## config.mk

```make
export PLATFORM = sky130hd
export DESIGN_NAME = dma_in_stage_flat
export DESIGN_NICKNAME = d
export VERILOG_FILES = /design/src/rtl/dma_pkg.sv /design/src/rtl/dma_in_stage_if.sv /design/src/rtl/dma_in_fifo.sv /design/src/rtl/dma_in_stage.sv /design/src/flat_wrapper.sv
export SDC_FILE = /design/constraint.sdc
export NUM_CORES = 1
export LEC_CHECK = 0
export BUFFER_PORTS_ARGS = -buffer_cell sky130_fd_sc_hd__buf_4
export CAP_MARGIN = 20
export CORE_MARGIN = 4
export CORE_UTILIZATION = 52
export CTS_BUF_LIST = sky130_fd_sc_hd__clkbuf_4
export CTS_CLUSTER_SIZE = 8
export DETAILED_ROUTE_END_ITERATION = 8
export HOLD_SLACK_MARGIN = 0.05
export MAX_ROUTING_LAYER = met4
export PLACE_DENSITY_LB_ADDON = 0.1
export SETUP_SLACK_MARGIN = 0.15
export SLEW_MARGIN = 20
export SYNTH_ARGS = -nofsm -noshare
export SYNTH_HDL_FRONTEND = slang
export SYNTH_SLANG_ARGS = --single-unit
```

## constraint.sdc

```tcl
create_clock -name clk -period 11.35 [get_ports clk]
set_clock_uncertainty 0.2 [all_clocks]
set_input_delay 0.5675 -clock clk [delete_from_list [all_inputs] [get_ports clk]]
set_output_delay 0.5675 -clock clk [all_outputs]
set_load 0.03 [all_outputs]
```

## src/rtl/dma_pkg.sv

```systemverilog
// Shared types and default geometry for the DMA input stage.
package dma_pkg;

    localparam int DATA_WIDTH_DEF = 32;
    localparam int DEPTH_DEF      = 16;
    localparam int PTR_W          = $clog2(DEPTH_DEF);
    localparam int CNT_W          = PTR_W + 1;

    typedef struct packed {
        logic                      last;
        logic [DATA_WIDTH_DEF-1:0] data;
    } beat_t;

    typedef enum logic {
        HOLD,
        RELEASE
    } sf_state_e;

endpackage

```

## src/rtl/dma_in_stage_if.sv

```systemverilog
// Stream handshake bundle between the DMA read path, this stage and compute.
interface dma_in_stage_if #(
    parameter int DATA_WIDTH = 32
);
    logic                  valid_in;
    logic [DATA_WIDTH-1:0] data_in;
    logic                  last_in;
    logic                  ready_out;
    logic                  valid_out;
    logic [DATA_WIDTH-1:0] data_out;
    logic                  last_out;
    logic                  ready_in;

    modport slave (
        input  valid_in, data_in, last_in, ready_in,
        output ready_out, valid_out, data_out, last_out
    );

    modport master (
        output valid_in, data_in, last_in, ready_in,
        input  ready_out, valid_out, data_out, last_out
    );
endinterface

```

## src/rtl/dma_in_fifo.sv

```systemverilog
// Synchronous FIFO with show-ahead read from registered memory.
module dma_in_fifo #(
    parameter int WIDTH = 33,
    parameter int DEPTH = 16
) (
    input  logic                   clk,
    input  logic                   rst_n,
    input  logic                   push,
    input  logic                   pop,
    input  logic [WIDTH-1:0]       wdata,
    output logic [WIDTH-1:0]       rdata,
    output logic [$clog2(DEPTH):0] level,
    output logic                   full,
    output logic                   empty
);
    localparam int PTR_W = $clog2(DEPTH);
    localparam int CNT_W = PTR_W + 1;

    logic [WIDTH-1:0] mem [DEPTH];
    logic [PTR_W-1:0] wr_ptr;
    logic [PTR_W-1:0] rd_ptr;

    always_ff @(posedge clk) begin
        if (!rst_n) begin
            wr_ptr <= '0;
            rd_ptr <= '0;
            level  <= '0;
        end else begin
            if (push) wr_ptr <= wr_ptr + 1'b1;
            if (pop)  rd_ptr <= rd_ptr + 1'b1;
            case ({push, pop})
                2'b10:   level <= level + 1'b1;
                2'b01:   level <= level - 1'b1;
                default: level <= level;
            endcase
        end
    end

    always_ff @(posedge clk) begin
        if (push) mem[wr_ptr] <= wdata;
    end

    assign rdata = mem[rd_ptr];
    assign full  = (level == CNT_W'(DEPTH));
    assign empty = (level == '0);

endmodule

```

## src/rtl/dma_in_stage.sv

```systemverilog
// DMA input stage: FIFO buffering, frame length reporting and optional
// store-and-forward release of whole frames to the compute datapath.
module dma_in_stage
    import dma_pkg::*;
#(
    parameter int DATA_WIDTH = 32,
    parameter int DEPTH      = 16,
    parameter int LEN_WIDTH  = 16,
    parameter int STORE_FWD  = 1
) (
    input  logic                   clk,
    input  logic                   rst_n,
    dma_in_stage_if.slave          bus,
    output logic [$clog2(DEPTH):0] level,
    output logic [$clog2(DEPTH):0] frame_cnt,
    output logic                   frame_done,
    output logic [LEN_WIDTH-1:0]   frame_len,
    output logic                   oversize
);
    typedef struct packed {
        logic                  last;
        logic [DATA_WIDTH-1:0] data;
    } stream_beat_t;

    stream_beat_t        wbeat;
    stream_beat_t        rbeat;
    logic                push;
    logic                pop;
    logic                full;
    logic                empty;
    logic                frame_in;
    logic                frame_out;
    logic                rel_active;
    logic [LEN_WIDTH-1:0] beat_cnt;
    logic [LEN_WIDTH-1:0] len_inc;
    sf_state_e           state;
    sf_state_e           state_nxt;

    dma_in_fifo #(
        .WIDTH (DATA_WIDTH + 1),
        .DEPTH (DEPTH)
    ) u_fifo (
        .clk   (clk),
        .rst_n (rst_n),
        .push  (push),
        .pop   (pop),
        .wdata (wbeat),
        .rdata (rbeat),
        .level (level),
        .full  (full),
        .empty (empty)
    );

    assign wbeat         = '{last: bus.last_in, data: bus.data_in};
    assign bus.ready_out = rst_n & ~full;
    assign push          = bus.valid_in & bus.ready_out;
    assign pop           = bus.valid_out & bus.ready_in;
    assign frame_in      = push & bus.last_in;
    assign frame_out     = pop & bus.last_out;

    // A frame may leave only once fully buffered, unless the FIFO filled
    // before its last beat arrived; then it is streamed through.
    assign rel_active    = (state == RELEASE);
    assign bus.valid_out = rst_n & ~empty &
                           ((STORE_FWD == 0) | (frame_cnt != '0) | rel_active);
    assign bus.data_out  = rbeat.data;
    assign bus.last_out  = rbeat.last & bus.valid_out;

    assign len_inc = (&beat_cnt) ? beat_cnt : beat_cnt + 1'b1;

    always_ff @(posedge clk) begin
        if (!rst_n) begin
            beat_cnt   <= '0;
            frame_cnt  <= '0;
            frame_len  <= '0;
            frame_done <= 1'b0;
        end else begin
            frame_done <= frame_in;
            if (push) begin
                if (bus.last_in) begin
                    frame_len <= len_inc;
                    beat_cnt  <= '0;
                end else begin
                    beat_cnt  <= len_inc;
                end
            end
            case ({frame_in, frame_out})
                2'b10:   frame_cnt <= frame_cnt + 1'b1;
                2'b01:   frame_cnt <= frame_cnt - 1'b1;
                default: frame_cnt <= frame_cnt;
            endcase
        end
    end

    always_ff @(posedge clk) begin
        if (!rst_n) state <= HOLD;
        else        state <= state_nxt;
    end

    always_comb begin
        state_nxt = state;
        oversize  = 1'b0;
        unique case (state)
            HOLD: begin
                if ((STORE_FWD != 0) && rst_n && full && (frame_cnt == '0)) begin
                    state_nxt = RELEASE;
                    oversize  = 1'b1;
                end
            end
            RELEASE: begin
                if (frame_out) state_nxt = HOLD;
            end
            default: state_nxt = HOLD;
        endcase
    end

endmodule
```

## src/flat_wrapper.sv

```systemverilog
// flat-port wrapper written by rule: the top's interface ports become plain ports
module dma_in_stage_flat import dma_pkg::*;
#(
    parameter int DATA_WIDTH = 32,
    parameter int DEPTH      = 16,
    parameter int LEN_WIDTH  = 16,
    parameter int STORE_FWD  = 1
)
  (clk, rst_n, level, frame_cnt, frame_done, frame_len, oversize, bus_valid_in, bus_data_in, bus_last_in, bus_ready_in, bus_ready_out, bus_valid_out, bus_data_out, bus_last_out);
  dma_in_stage_if #(.DATA_WIDTH(DATA_WIDTH)) bus_i ();
  input  logic clk;
  input  logic rst_n;
  output logic [$clog2(DEPTH):0] level;
  output logic [$clog2(DEPTH):0] frame_cnt;
  output logic frame_done;
  output logic [LEN_WIDTH-1:0] frame_len;
  output logic oversize;
  input wire logic [$bits(bus_i.valid_in)-1:0] bus_valid_in;
  input wire logic [$bits(bus_i.data_in)-1:0] bus_data_in;
  input wire logic [$bits(bus_i.last_in)-1:0] bus_last_in;
  input wire logic [$bits(bus_i.ready_in)-1:0] bus_ready_in;
  output wire logic [$bits(bus_i.ready_out)-1:0] bus_ready_out;
  output wire logic [$bits(bus_i.valid_out)-1:0] bus_valid_out;
  output wire logic [$bits(bus_i.data_out)-1:0] bus_data_out;
  output wire logic [$bits(bus_i.last_out)-1:0] bus_last_out;
  assign bus_i.valid_in = bus_valid_in;
  assign bus_i.data_in = bus_data_in;
  assign bus_i.last_in = bus_last_in;
  assign bus_i.ready_in = bus_ready_in;
  assign bus_ready_out = bus_i.ready_out;
  assign bus_valid_out = bus_i.valid_out;
  assign bus_data_out = bus_i.data_out;
  assign bus_last_out = bus_i.last_out;
  dma_in_stage #(.DATA_WIDTH(DATA_WIDTH), .DEPTH(DEPTH), .LEN_WIDTH(LEN_WIDTH), .STORE_FWD(STORE_FWD)) u_core (.clk(clk), .rst_n(rst_n), .bus(bus_i), .level(level), .frame_cnt(frame_cnt), .frame_done(frame_done), .frame_len(frame_len), .oversize(oversize));
endmodule
```

==> results of run 1 <==
layout by cell type (no fill, tap or decap), types with 3 or more instances in the layout:
| master | count |
|---|---|
| and2_1 | 12 |
| buf_4 | 121 |
| a21o_1 | 4 |
| o21ai_0 | 20 |
| mux4_2 | 164 |
| nand3_1 | 15 |
| nand2_1 | 35 |
| o311ai_0 | 5 |
| nor3_2 | 4 |
| nand4_1 | 8 |
| nor3_1 | 3 |
| nand3_2 | 4 |
| dlygate4sd3_1 | 37 |
| xor2_1 | 9 |
| nand4b_1 | 5 |
| o21ai_2 | 4 |
| nor2b_1 | 5 |
| inv_1 | 8 |
| ha_1 | 14 |
| nor2_1 | 12 |
| a21oi_1 | 14 |
| clkbuf_4 | 214 |
| dfxtp_1 | 52 |
| dfxtp_4 | 3 |
| clkinv_1 | 24 |
| a31oi_1 | 10 |
| edfxtp_1 | 528 |
| mux2i_1 | 11 |
| a21boi_0 | 9 |
| and4_1 | 3 |
| nand2b_1 | 5 |
| xnor2_1 | 10 |
| nor2_4 | 12 |
repair_timing:
action                                  4_1_cts  5_1_grt
endpoints found under the setup margin        0        0
hold buffers                                 37        0
hold endpoints to repair                    581        0
flip-flops by register name, summed over array words and instances (netlist names), named ones only:
register,cells
u_core.u_fifo.wr_ptr,4
u_core.frame_done,1
u_core.frame_cnt,5
u_core.rel_active,1
u_core.u_fifo.mem,528
u_core.beat_cnt,16
u_core.frame_len,16
u_core.u_fifo.rd_ptr,4
u_core.u_fifo.level,5
power by group through the flow:
stage               registers, W  clock network (W)  logic [W]
finish                   0.00236            0.00163   0.000137
global route             0.00236            0.00182   0.000148
global placement         0.00241                  0   0.000125
CTS                      0.00236            0.00169   0.000139
detailed placement       0.00241                  0   0.000128
floorplan                0.00242                  0  0.0000618
Yosys cell counts, types with 2 or more instances:
cell type	n	area [um2]
nand3_1	15	75.1
o2111ai_1	2	17.5
xnor2_1	10	87.6
a21boi_0	9	67.6
or3_1	2	12.5
nand4b_1	5	43.8
nor2_1	24	90.1
o311ai_0	5	43.8
inv_1	8	30.0
and2_1	12	75.1
buf_4	9	67.6
nand3_2	4	40.0
ha_1	14	175
o21ai_1	2	10.0
and3_1	2	12.5
o21ai_2	4	35.0
clkbuf_1	31	116
nor2b_1	5	31.3
buf_1	3	11.3
and4_1	3	26.3
nand2b_1	5	31.3
a31oi_1	10	62.6
fa_1	2	40.0
o211ai_1	2	15.0
buf_6	5	56.3
a21o_1	4	30.0
nor4_1	2	12.5
nand2_1	35	131
o21ai_0	20	100
dfxtp_1	56	1120
mux2i_1	11	110
a21oi_1	14	70.1
nor3b_1	2	15.0
buf_2	13	65.1
nor3_1	7	35.0
nand4_1	8	50.1
xor2_1	9	78.8
mux4_2	164	3690
edfxtp_1	528	15900
per-stage QoR:
| step | total power (W) | cell area (um2) | setup slack [ns] | utilization | hold slack [ns] |
|---|---|---|---|---|---|
| floorplan | 0.00248 | 22900 | 6.95 | - | 0.233 |
| global placement | 0.00254 | 24300 | 6.39 | 0.561 | 0.243 |
| detailed placement | 0.00254 | 24300 | 6.32 | 0.561 | 0.250 |
| CTS | 0.00420 | 26400 | 5.39 | 0.610 | 0.266 |
| global route | 0.00433 | 26400 | 5.44 | 0.610 | 0.294 |
| finish | 0.00413 | 26400 | 5.94 | 0.610 | 0.261 |
logic make-up (layout without fill, tap and decap cells):
kind of cell / Yosys count / after routing / share of synthesized area
buffers and inverters: 71 / 409 / 0.0167
other: 0 / 2 / 0
xor gates and xnor gates: 19 / 19 / 0.00728
muxes: 176 / 176 / 0.167
AOI/OAI and AO/OA: 82 / 82 / 0.0241
DFF: 584 / 584 / 0.743
adders and majority gates: 16 / 16 / 0.00942
and+or+nand+nor: 139 / 139 / 0.0329
worst min-delay path by stage:
| stage | from | to | slack (ns) | cells past startpoint |
|---|---|---|---|---|
| floorplan | u_core.u_fifo.rd_ptr[3] | register | 0.23 | 1 |
| global placement | u_core.u_fifo.rd_ptr[3] | register | 0.24 | 1 |
| detailed placement | u_core.u_fifo.rd_ptr[3] | register | 0.25 | 1 |
| CTS | u_core.frame_len[0] | u_core.frame_len[0] | 0.27 | 2 |
| global route | u_core.frame_len[10] | u_core.frame_len[10] | 0.29 | 2 |
| finish | u_core.frame_len[0] | u_core.frame_len[0] | 0.26 | 2 |
area by class of cell:
| cell class | instances | area, um2 |
|---|---|---|
| fillers | 3166 | 16900 |
| inverters | 9 | 46.3 |
| flip-flops and latches | 584 | 17000 |
| clock inverters | 27 | 103 |
| multi-input cells | 432 | 5610 |
| well taps | 585 | 732 |
| diodes | 2 | 5.00 |
| repair buffers | 159 | 1290 |
| clock buffers | 214 | 1610 |
routing by layer:
| layer | wire (um) | global-route usage |
|---|---|---|
| met1 | 20200 | 0.287 |
| met2 | 24700 | 0.350 |
| met3 | 2970 | 0.0507 |
| met4 | 682 | 0.0628 |
| met5 | 0 | - |
worst reg2reg max path, delay by kind of cell, from the launching register on:
| family | cells | cell delay [ns] |
|---|---|---|
| muxes | 3 | 0.97 |
| xor gates and xnor gates | 1 | 0.09 |
| adders and majority gates | 2 | 0.72 |
| and+or+nand+nor | 2 | 0.38 |
| DFF | 1 | 0.91 |
| AOI/OAI and AO/OA | 3 | 0.53 |
==> results.md, run 1 <==
Power and ir drop:
- The share of total power dissipated in the clock network is 0.395.
- The power density over the cells is 157 mW/mm2.
- Of the total power, registers draw 0.572.
- Across the VDD grid, the largest voltage drop is 68.4 uV.
- The cell internal power dissipation is 0.00326 W.
- The switching power total is 0.000868 W.
- The switching fraction of total power is 0.210.
- For this design the static power due to leakage is 8.50 nW.
- The combinational share of power is 0.033.

Worst setup path:
- The nature of the critical path endpoint is an output pin.
- The sort of element at the start of the critical path is a register.
- The total number of cells along the worst setup path is 5.
- Of all nets on the critical path, the largest fanout is 50.
- Data on the critical path is required at its endpoint by 10.58 ns.
- STA puts the critical path data arrival time at 4.64 ns.
- The number of buffers and inverters on the critical path is 3.
- The delay of the slowest cell on the worst path is 0.91 ns.
- Measured in cells, the most critical reg-to-reg path has a length of 11.
- The destination of the critical timing path is bus_data_out[4].
- The reg2reg setup slack is 7.46 ns.
- The largest delay contributor family on the critical path is buffers and inverters.
- The worst setup path category is reg2out.
- In this run the critical register-to-register path is captured at u_core.frame_cnt[4].
- The cell with the largest stage delay on the worst path is dfxtp_4.
- Walking the worst path, the cells encountered are buf_6 > buf_4 > mux4_2 > mux4_2 > buf_4.

Synthesis:
- For this run, the leading register cell type out of synthesis is edfxtp_1.
- The post-synthesis instance area is 0.0229 mm2.
- The sequential-to-total area share from yosys stat is 0.743.
- The async set or reset register ratio after synthesis is 0.
- The number of distinct standard cells referenced by the synthesized netlist is 60.
- The warning count from the yosys run is 0.
- Counting every net in the synthesized netlist gives 1140.
- Synthesis handed over a netlist of 1087 instances.
- The flip-flop and latch count after synthesis is 584.
- The synthesized design contains 528 enable-type register cells.
- The synthesized area per cell is 21.0 um2.

Global routing:
- The initial antenna violation count is 2.
- Across every metal layer, demand over resource in global routing totals 0.219.
- The largest net degree at the start of global routing is 64.
- The global-route wire length before repair is 74600 um.
- The via count of the first global-routing pass is 12400.
- The global-route congestion overflow total is 0.

Timing:
- Measured against its own limit, the worst slew margin works out to 0.364.
- The achievable frequency is 0.185 GHz.
- The total setup violations reported at the end of the flow is 0.
- In the final timing run, aggregate negative setup slack is 0 ns.
- The hold violation total from the final report is 0.
- The measured slew at the worst slew-check pin is 0.954 ns.
- After layout, the minimum clock period comes to 5.41 ns.
- Setup repair after global routing left no endpoint under its margin.
- The count of pins over their slew limit is 0.
- The final worst-path cycle share is 0.477.

Placement:
- Detailed placement ended at an HPWL of 24700 um.
- During placement, the flow inserted port buffers numbering 99.
- The placer congestion estimate is 0.796.
- The cell count after placement is 1732.

Route:
- The first TritonRoute pass finished after 5 iterations.
- After detailed routing, the number of vias per cell comes to 5.73.
- After detailed routing, the number of remaining DRC violations is 0.
- The final routed wire length divided by cell count is 24.1 um.
- The routed wire length is 48500 um.
- The number of DRC markers after the initial detailed-route iteration is 1024.
- The number of vias in the routed layout is 11500.
- The number of nets with antenna violations after detailed routing is 0.

CTS:
- The number of H-tree levels is 4.
- The buffers inserted during post-CTS setup optimization is 0.
- TritonCTS built the clock tree.
- The clock buffer count from CTS is 148.
- After clock tree synthesis, the clock-pin slew on the worst setup and hold paths is 0.06 ns.
- The root buffer cell chosen for the clock tree is clkbuf_4.
- Once the clock tree was built, the resizer swapped 0 gates to a different size.
- Clock tree synthesis found a total of 584 sinks.
- The longest clock path from root to sink contains 3 buffers.
- The clock latency on the worst-skew pair is 0.82 ns.

Min path:
- The path type of the worst min-delay path is reg2reg.

Die:
- The number of cell rows is 76.
- The overall die width is 218 um.
- The die height is 218 um.
- The count of pins on the block boundary is 100.
- The die area is 0.0474 mm2.
- The placeable core region is 0.0433 mm2.
- The starting utilization of the core area is 0.528.

Layout:
- The final net count is 1387.
- The finished layout holds 2012 standard cells, fillers aside.
- The post-synthesis to final-layout area growth is 15.4%.
- The proportion of layout cells with a drive suffix above 1 is 0.379.

Run:
- The number of max-capacitance violations reported is 0.

Status:
- The run finished with clean final reports.
(Power assumes the default switching activity.)
==> run 2: changes to the inputs <==
==> constraint.sdc (replaced) <==
create_clock -name clk -period 5.4 [get_ports clk]
set_clock_uncertainty 0.2 [all_clocks]
set_input_delay 0.27 -clock clk [delete_from_list [all_inputs] [get_ports clk]]
set_output_delay 0.27 -clock clk [all_outputs]
set_load 0.03 [all_outputs]
==> results.md, run 2 (synthesized netlist as in run 1, its figures left out) <==
Status:
- The flow ran to the end, and the final reports show no timing, DRC or antenna violations.

Placement:
- The placed wire-length estimate is 25600 um.
- The count of input and output buffers is 99.
- The congestion estimate from routability-driven global placement came to 0.820.
- The setup slack at placement is 1.84 ns.

Layout:
- The post-route core utilization is 0.621.
- Of the cells placed in the final design, the portion with a size suffix greater than 1 is 0.382.
- The post-synthesis to final-layout area growth is 17.6%.
- The number of inserted filler cells in the final layout is 3147.
- The library cells used most frequently in the layout, excluding fill and tap cells, are edfxtp_1 (528), clkbuf_4 (228), mux4_2 (164).
- At the end of the flow, the number of nets in the layout was 1425.
- The register with the most flip-flops in the layout has 528 of them.
- The largest registers in the layout are u_core.u_fifo.mem (528), u_core.beat_cnt (16), u_core.frame_len (16).
- Counting flops per register, the top entry is u_core.u_fifo.mem.
- The most common library cell in the layout ignoring fill and taps is edfxtp_1.

Worst setup path:
- The critical path goes through or4_4 > o211a_4 > dlygate4sd3_1 > and2_4 > clkinv_8 > ha_1 > ha_1 > a21o_1 > a21oi_1 > xor2_1 > or3_1 > a21boi_0.
- The nature of the critical path endpoint is a register.
- The required time at the endpoint of the critical path is 6.04 ns.
- The highest fanout seen on the critical path is 19.
- The most numerous cell on the critical path is ha_1.
- The sort of element at the start of the critical path is a register.
- The worst setup path category is reg2reg.
- On the critical path, the stage with the largest delay is an instance of dlygate4sd3_1.
- The delay of the slowest cell on the worst path is 0.71 ns.
- The endpoint arrival time on the critical path is 4.84 ns.

Power and ir drop:
- The power density over the cells is 331 mW/mm2.
- For this design the static power due to leakage is 8.72 nW.
- The peak supply drop is 205 uV.

Global routing:
- The via count of the first global-routing pass is 12600.
- The first global-routing pass estimated 75100 um of wire.
- The largest net degree at the start of global routing is 64.
- Across every metal layer, demand over resource in global routing totals 0.223.
- The initial antenna violation count came to 2.
- The global-route congestion overflow total is 0.

Die:
- The number of cell rows is 76.
- The placeable core region is 0.0433 mm2.
- The overall die width is 218 um.
- For this configuration, the core starts out at a cell density of 0.528.
- Measured along the y axis, the die boundary spans 218 um.
- The count of pins on the block boundary is 100.
- The die covers 0.0474 mm2.

Route:
- The detail route stage leaves a number of antenna-violating nets equal to 0.
- The number of vias in the routed layout is 11600.
- The pre-antenna-repair detailed-routing pass consisted of 5 iterations.
- In the routed design, unresolved DRC markers number 0.
- The detailed router finished its first iteration with 883 violations.
- Wires add up to 49000 um.
- The number of vias per cell after detailed routing is 5.65.
- The final routed wire length divided by cell count is 23.8 um.

CTS:
- The CTS root buffer is clkbuf_4.
- The buffers inserted during post-CTS setup optimization is 0.
- The number of H-tree levels is 4.
- The clock net in this run drives a total of 584 sinks.
- For this design, the CTS-stage hold fixing added 72 buffers.
- Clock tree synthesis inserted a total of 150 buffers.
- The clock passes through at most 3 buffers.
- Gates resized during post-CTS repair numbered 0.
- Clock-pin slew was measured on the worst setup and hold paths at 0.07 ns.
- TritonCTS built the clock tree.
- The later pin in the worst-skew pair is clocked with a latency of 0.93 ns.

Timing:
- The worst slew slack as a fraction of its limit is 0.247.
- The count of pins over their slew limit came to 0.
- The total setup violations reported at the end of the flow is 0.
- The achievable frequency is 0.238 GHz.
- The total negative slack for setup checks is 0 ns.
- At the pin with the least slew margin, the transition time is 1.12 ns.
- The time the worst path needs with I/O delays and setup is 4.20 ns.
- Setup repair after global routing left no endpoint under its margin.
- The hold violation total from the final report is 0.
- Of the available clock period, the critical path in the final layout requires 0.777.
- In the post-route analysis, the smallest setup slack over all paths is 1.20 ns.

Min path:
- The path type of the worst min-delay path is in2reg.

Run:
- The number of max-capacitance violations reported is 0.
run 2: changes by cell type in the layout (fill, tap and decap cells not counted), moves of 2 or more:
cell,change
buf_12,+3
clkbuf_4,+14
clkinv_1,-13
clkinvlp_4,+2
dlygate4sd3_1,+35
inv_2,+3
run 2: cell type report:
class / count / area [um2] / share of cell area
Multi-Input combinational cell: 432 / 5620 / 0.209
Tap cell: 585 / 732 / 0.0272
Clock inverter: 19 / 105 / 0.00391
Antenna cell: 2 / 5.00 / 0.000186
Clock buffer: 228 / 1710 / 0.0637
Sequential cell: 584 / 17000 / 0.632
Inverter: 9 / 46.3 / 0.00172
Timing Repair Buffer: 195 / 1680 / 0.0625
run 2: stage by stage:
stage	cells	total power [W]	hold slack (ns)	area, um2
floorplan	1087	0.00521	0.169	22900
global placement	1732	0.00533	0.247	24300
detailed placement	1733	0.00534	0.247	24300
CTS	2052	0.00903	0.100	26900
global route	2054	0.00931	0.174	26900
finish	2054	0.00890	0.225	26900
run 2: final timing paths:
path	from	end	slack, ns	depth (start not counted)
worst max-delay path	u_core.u_fifo.level[0]	u_core.frame_cnt[4]	1.20	12
worst min-delay path	bus_valid_in	u_core.beat_cnt[4]	0.22	5
worst max register to register	u_core.u_fifo.level[0]	u_core.frame_cnt[4]	1.20	12
worst min register to register	u_core.u_fifo.rd_ptr[3]	register	0.26	1
run 2: layer usage:
| metal | up-vias | part of all wire | global-route usage | wire length (um) |
|---|---|---|---|---|
| li1 | 5175 | - | - | - |
| met1 | 6056 | 0.42 | 0.289 | 20800 |
| met2 | 313 | 0.51 | 0.351 | 25100 |
| met3 | 53 | 0.049 | 0.0614 | 2410 |
| met4 | 0 | 0.014 | 0.0647 | 665 |
| met5 | - | 0 | - | 0 |
run 2: critical path, delay by kind of cell (launching register included):
family	cells	cell delay [ns]
AOI/OAI and AO/OA	4	0.80
xor gates and xnor gates	1	0.10
adders and majority gates	2	0.60
buffers and inverters	2	0.83
DFF	1	0.37
and+or+nand+nor	3	1.21
run 2: power by group:
| part | total, W | internal (W) | leakage [nW] | switching, W |
|---|---|---|---|---|
| clock | 0.00362 | 0.00195 | 1.10 | 0.00167 |
| sequential | 0.00497 | 0.00496 | 5.21 | 0.0000145 |
| combinational | 0.000313 | 0.000132 | 2.41 | 0.000181 |
==> run 3: changes to the inputs <==
==> constraint.sdc (replaced) <==
create_clock -name clk -period 4.1 [get_ports clk]
set_clock_uncertainty 0.2 [all_clocks]
set_input_delay 0.205 -clock clk [delete_from_list [all_inputs] [get_ports clk]]
set_output_delay 0.205 -clock clk [all_outputs]
set_load 0.03 [all_outputs]
==> results.md, run 3 (synthesized netlist as in run 1, its figures left out) <==
Worst setup path:
- The signal on the critical path passes through or4_4 > nand2b_1 > nand4_1 > dlygate4sd3_1 > nor2_1 > ha_2 > fa_1 > a21o_1 > a21oi_1 > xor2_1 > or3_1 > a21boi_0.
- The endpoint arrival time on the critical path is 4.28 ns.
- The required time at the endpoint of the critical path is 4.65 ns.
- The critical path starts at u_core.u_fifo.level[0].
- The critical path is of the reg2reg type.
- The worst setup path is launched from a register.
- The delay of the slowest cell on the worst path is 0.59 ns.
- On the critical path, the stage with the largest delay is an instance of or4_4.
- The worst register-to-register path begins at u_core.u_fifo.level[0].
- The nature of the critical path endpoint is a register.
- In this run the worst path has a maximum fanout of 5.
- For flop-to-flop paths, the worst setup slack is 0.36 ns.

Power and ir drop:
- Of the total power, the share spent switching nets is 0.209.
- Internal power comes to 0.00921 W.
- The share of total power dissipated in sequential elements is 0.562.
- For this design the static power due to leakage is 8.73 nW.
- The share of total power dissipated in the clock network is 0.402.
- The switching power total is 0.00243 W.
- Across the VDD grid, the largest voltage drop is 198 uV.
- The combinational share of power is 0.035.
- Dividing total power by cell area gives a power density of 430 mW/mm2.

Layout:
- The post-synthesis to final-layout area growth is 18.4%.
- The cell area after layout is 0.0271 mm2.
- The final net count is 1424.
- In the final layout, the registers with the most flip-flops are u_core.u_fifo.mem (528), u_core.beat_cnt (16), u_core.frame_len (16).
- Leaving out fill and tap cells, the most frequent cell in the layout is edfxtp_1.
- The proportion of layout cells with a drive suffix above 1 is 0.375.
- The register with the most flip-flops in the layout has 528 of them.
- u_core.u_fifo.mem holds more flip-flops than any other register.
- The top cell types in the final layout, fill and taps aside, are edfxtp_1 (528), clkbuf_4 (214), mux4_2 (164).

CTS:
- CTS saw 584 sinks.
- Clock-pin slew was measured on the worst setup and hold paths at 0.07 ns.
- The cell sitting at the root of the clock tree is a clkbuf_4.
- The number of H-tree levels is 4.
- The clock passes through at most 3 buffers.
- The clock tree from TritonCTS is yes.
- The clock buffer count from CTS is 147.
- The clock reaches the later pin of the worst-skew pair after 0.84 ns.

Route:
- Wires add up to 48400 um.
- The final routed wire length divided by cell count is 23.5 um.
- The number of DRC markers after the initial detailed-route iteration is 981.
- The count of nets left with antenna violations once routing finished came out at 0.
- The number of iterations in the first detailed-routing pass is 5.
- In the routed layout, each cell is associated on average with a via count of 5.64.
- In the routed design, unresolved DRC markers number 0.
- The number of vias in the routed layout is 11600.

Timing:
- Setup repair after global routing left no endpoint under its margin.
- The hold violation total from the final report is 0.
- Setup total negative slack on the finished layout was measured at 0 ns.
- Setup violations remaining at the end of the flow were counted as 0.
- For the pin with the worst max-slew slack, the measured transition is 0.828 ns.
- Static timing analysis puts the maximum clock frequency at 0.268 GHz.
- The worst slew slack as a fraction of its limit is 0.448.
- The count of pins over their slew limit is 0.
- In the finished design, the share of the clock period the worst path needs comes to 0.912.
- The routed design could run at a clock period as short as 3.74 ns.

Die:
- The die covers 0.0474 mm2.
- The initial utilization of the core area, before any placement, comes to 0.528.
- The die height is 218 um.
- Row generation in the floorplan step produced 76 rows.
- The die is 218 um wide.
- The floorplan step defined a core boundary enclosing 0.0433 mm2.
- During I/O placement, the number of pins put on the boundary was 100.

Global routing:
- The global-route congestion overflow total is 0.
- The first global-routing pass estimated 74400 um of wire.
- The largest net degree at the start of global routing is 129.
- In the global route stage, overall resource usage came out at 0.218.
- The via count of the first global-routing pass is 12400.
- The initial antenna violation count is 3.

Placement:
- The placed wire-length estimate is 24700 um.
- Summing all placed instances gives a cell area of 0.0245 mm2.
- The placer congestion estimate is 0.820.
- The count of buffers added on input and output ports is 99.

Status:
- The run finished with clean final reports.

Run:
- The number of max-capacitance violations reported is 0.

Min path:
- The worst hold path begins at bus_last_in.
- The path type of the worst min-delay path is in2reg.
==> run 3: changes by cell type in the layout (fill, tap and decap cells not counted), sizes merged <==
cell | previous run | this run
clkinv | 12 | 30
dlygate4sd3 | 72 | 71
diode | 2 | 4
bufbuf | 0 | 1
buf | 123 | 125
bufinv | 1 | 2
clkbuf | 228 | 214
==> run 3: timing repair <==
action | CTS | global route
hold buffers | 71 | 0
buffers inserted | 0 | 0
hold endpoints to repair | 585 | 0
pin swaps | 0 | 1
resized for setup | 1 | 1
setup endpoints to repair | 23 | 1
cloned | 1 | 0
==> run 3: metal layers <==
| layer | track usage | vias up | part of all wire |
|---|---|---|---|
| li1 | - | 5187 | - |
| met1 | 0.301 | 6049 | 0.44 |
| met2 | 0.332 | 321 | 0.49 |
| met3 | 0.0444 | 71 | 0.051 |
| met4 | 0.0704 | 0 | 0.016 |
| met5 | - | - | 0 |
==> run 3: stage by stage <==
stage                     setup WS (ns)  instances  total power [W]  hold WS (ns)   util
after CTS                         0.290       2059           0.0118        0.0606  0.625
after global routing              0.155       2062           0.0122        0.0960  0.625
after detailed placement          0.645       1735          0.00704         0.242  0.566
after global placement            0.694       1735          0.00703         0.248  0.566
after floorplan                   0.645       1087          0.00686         0.104      -
final                             0.362       2063           0.0116         0.153  0.626
==> run 3: area by class of cell <==
class,instances,area (um2)
well taps,585,732
inverters,9,46.3
flip-flops and latches,584,17000
clock buffers,214,1610
clock inverters,38,205
multi-input cells,432,5640
diodes,4,10.0
repair buffers,197,1840
fillers,3134,16200
==> run 3: path summary, 6_finish.rpt <==
| check | to | depth (start not counted) |
|---|---|---|
| min reg2reg | u_core.frame_len[0] | 2 |
| max | u_core.frame_cnt[4] | 12 |
| max reg2reg | u_core.frame_cnt[4] | 12 |
| min | u_core.u_fifo.mem[14][32] | 2 |
==> run 3: power by group through the flow <==
stage | Clock (W) | Combinational [W] | Sequential, W
2_1_floorplan | 0 | 0.000172 | 0.00669
4_1_cts | 0.00484 | 0.000418 | 0.00655
5_1_grt | 0.00519 | 0.000445 | 0.00654
6_report | 0.00468 | 0.000412 | 0.00655
3_5_place_dp | 0 | 0.000364 | 0.00667
3_3_place_gp | 0 | 0.000356 | 0.00667
==> run 3: worst max-delay path: cells and delay by family, from the launching register on <==
kind,cells,cell delay (ns)
adder cells (fa/ha/maj),2,0.64
XOR/XNOR,1,0.09
buffers and inverters,1,0.58
AO/OA/AOI/OAI,3,0.48
AND/OR/NAND/NOR,5,1.31
flip-flops,1,0.37
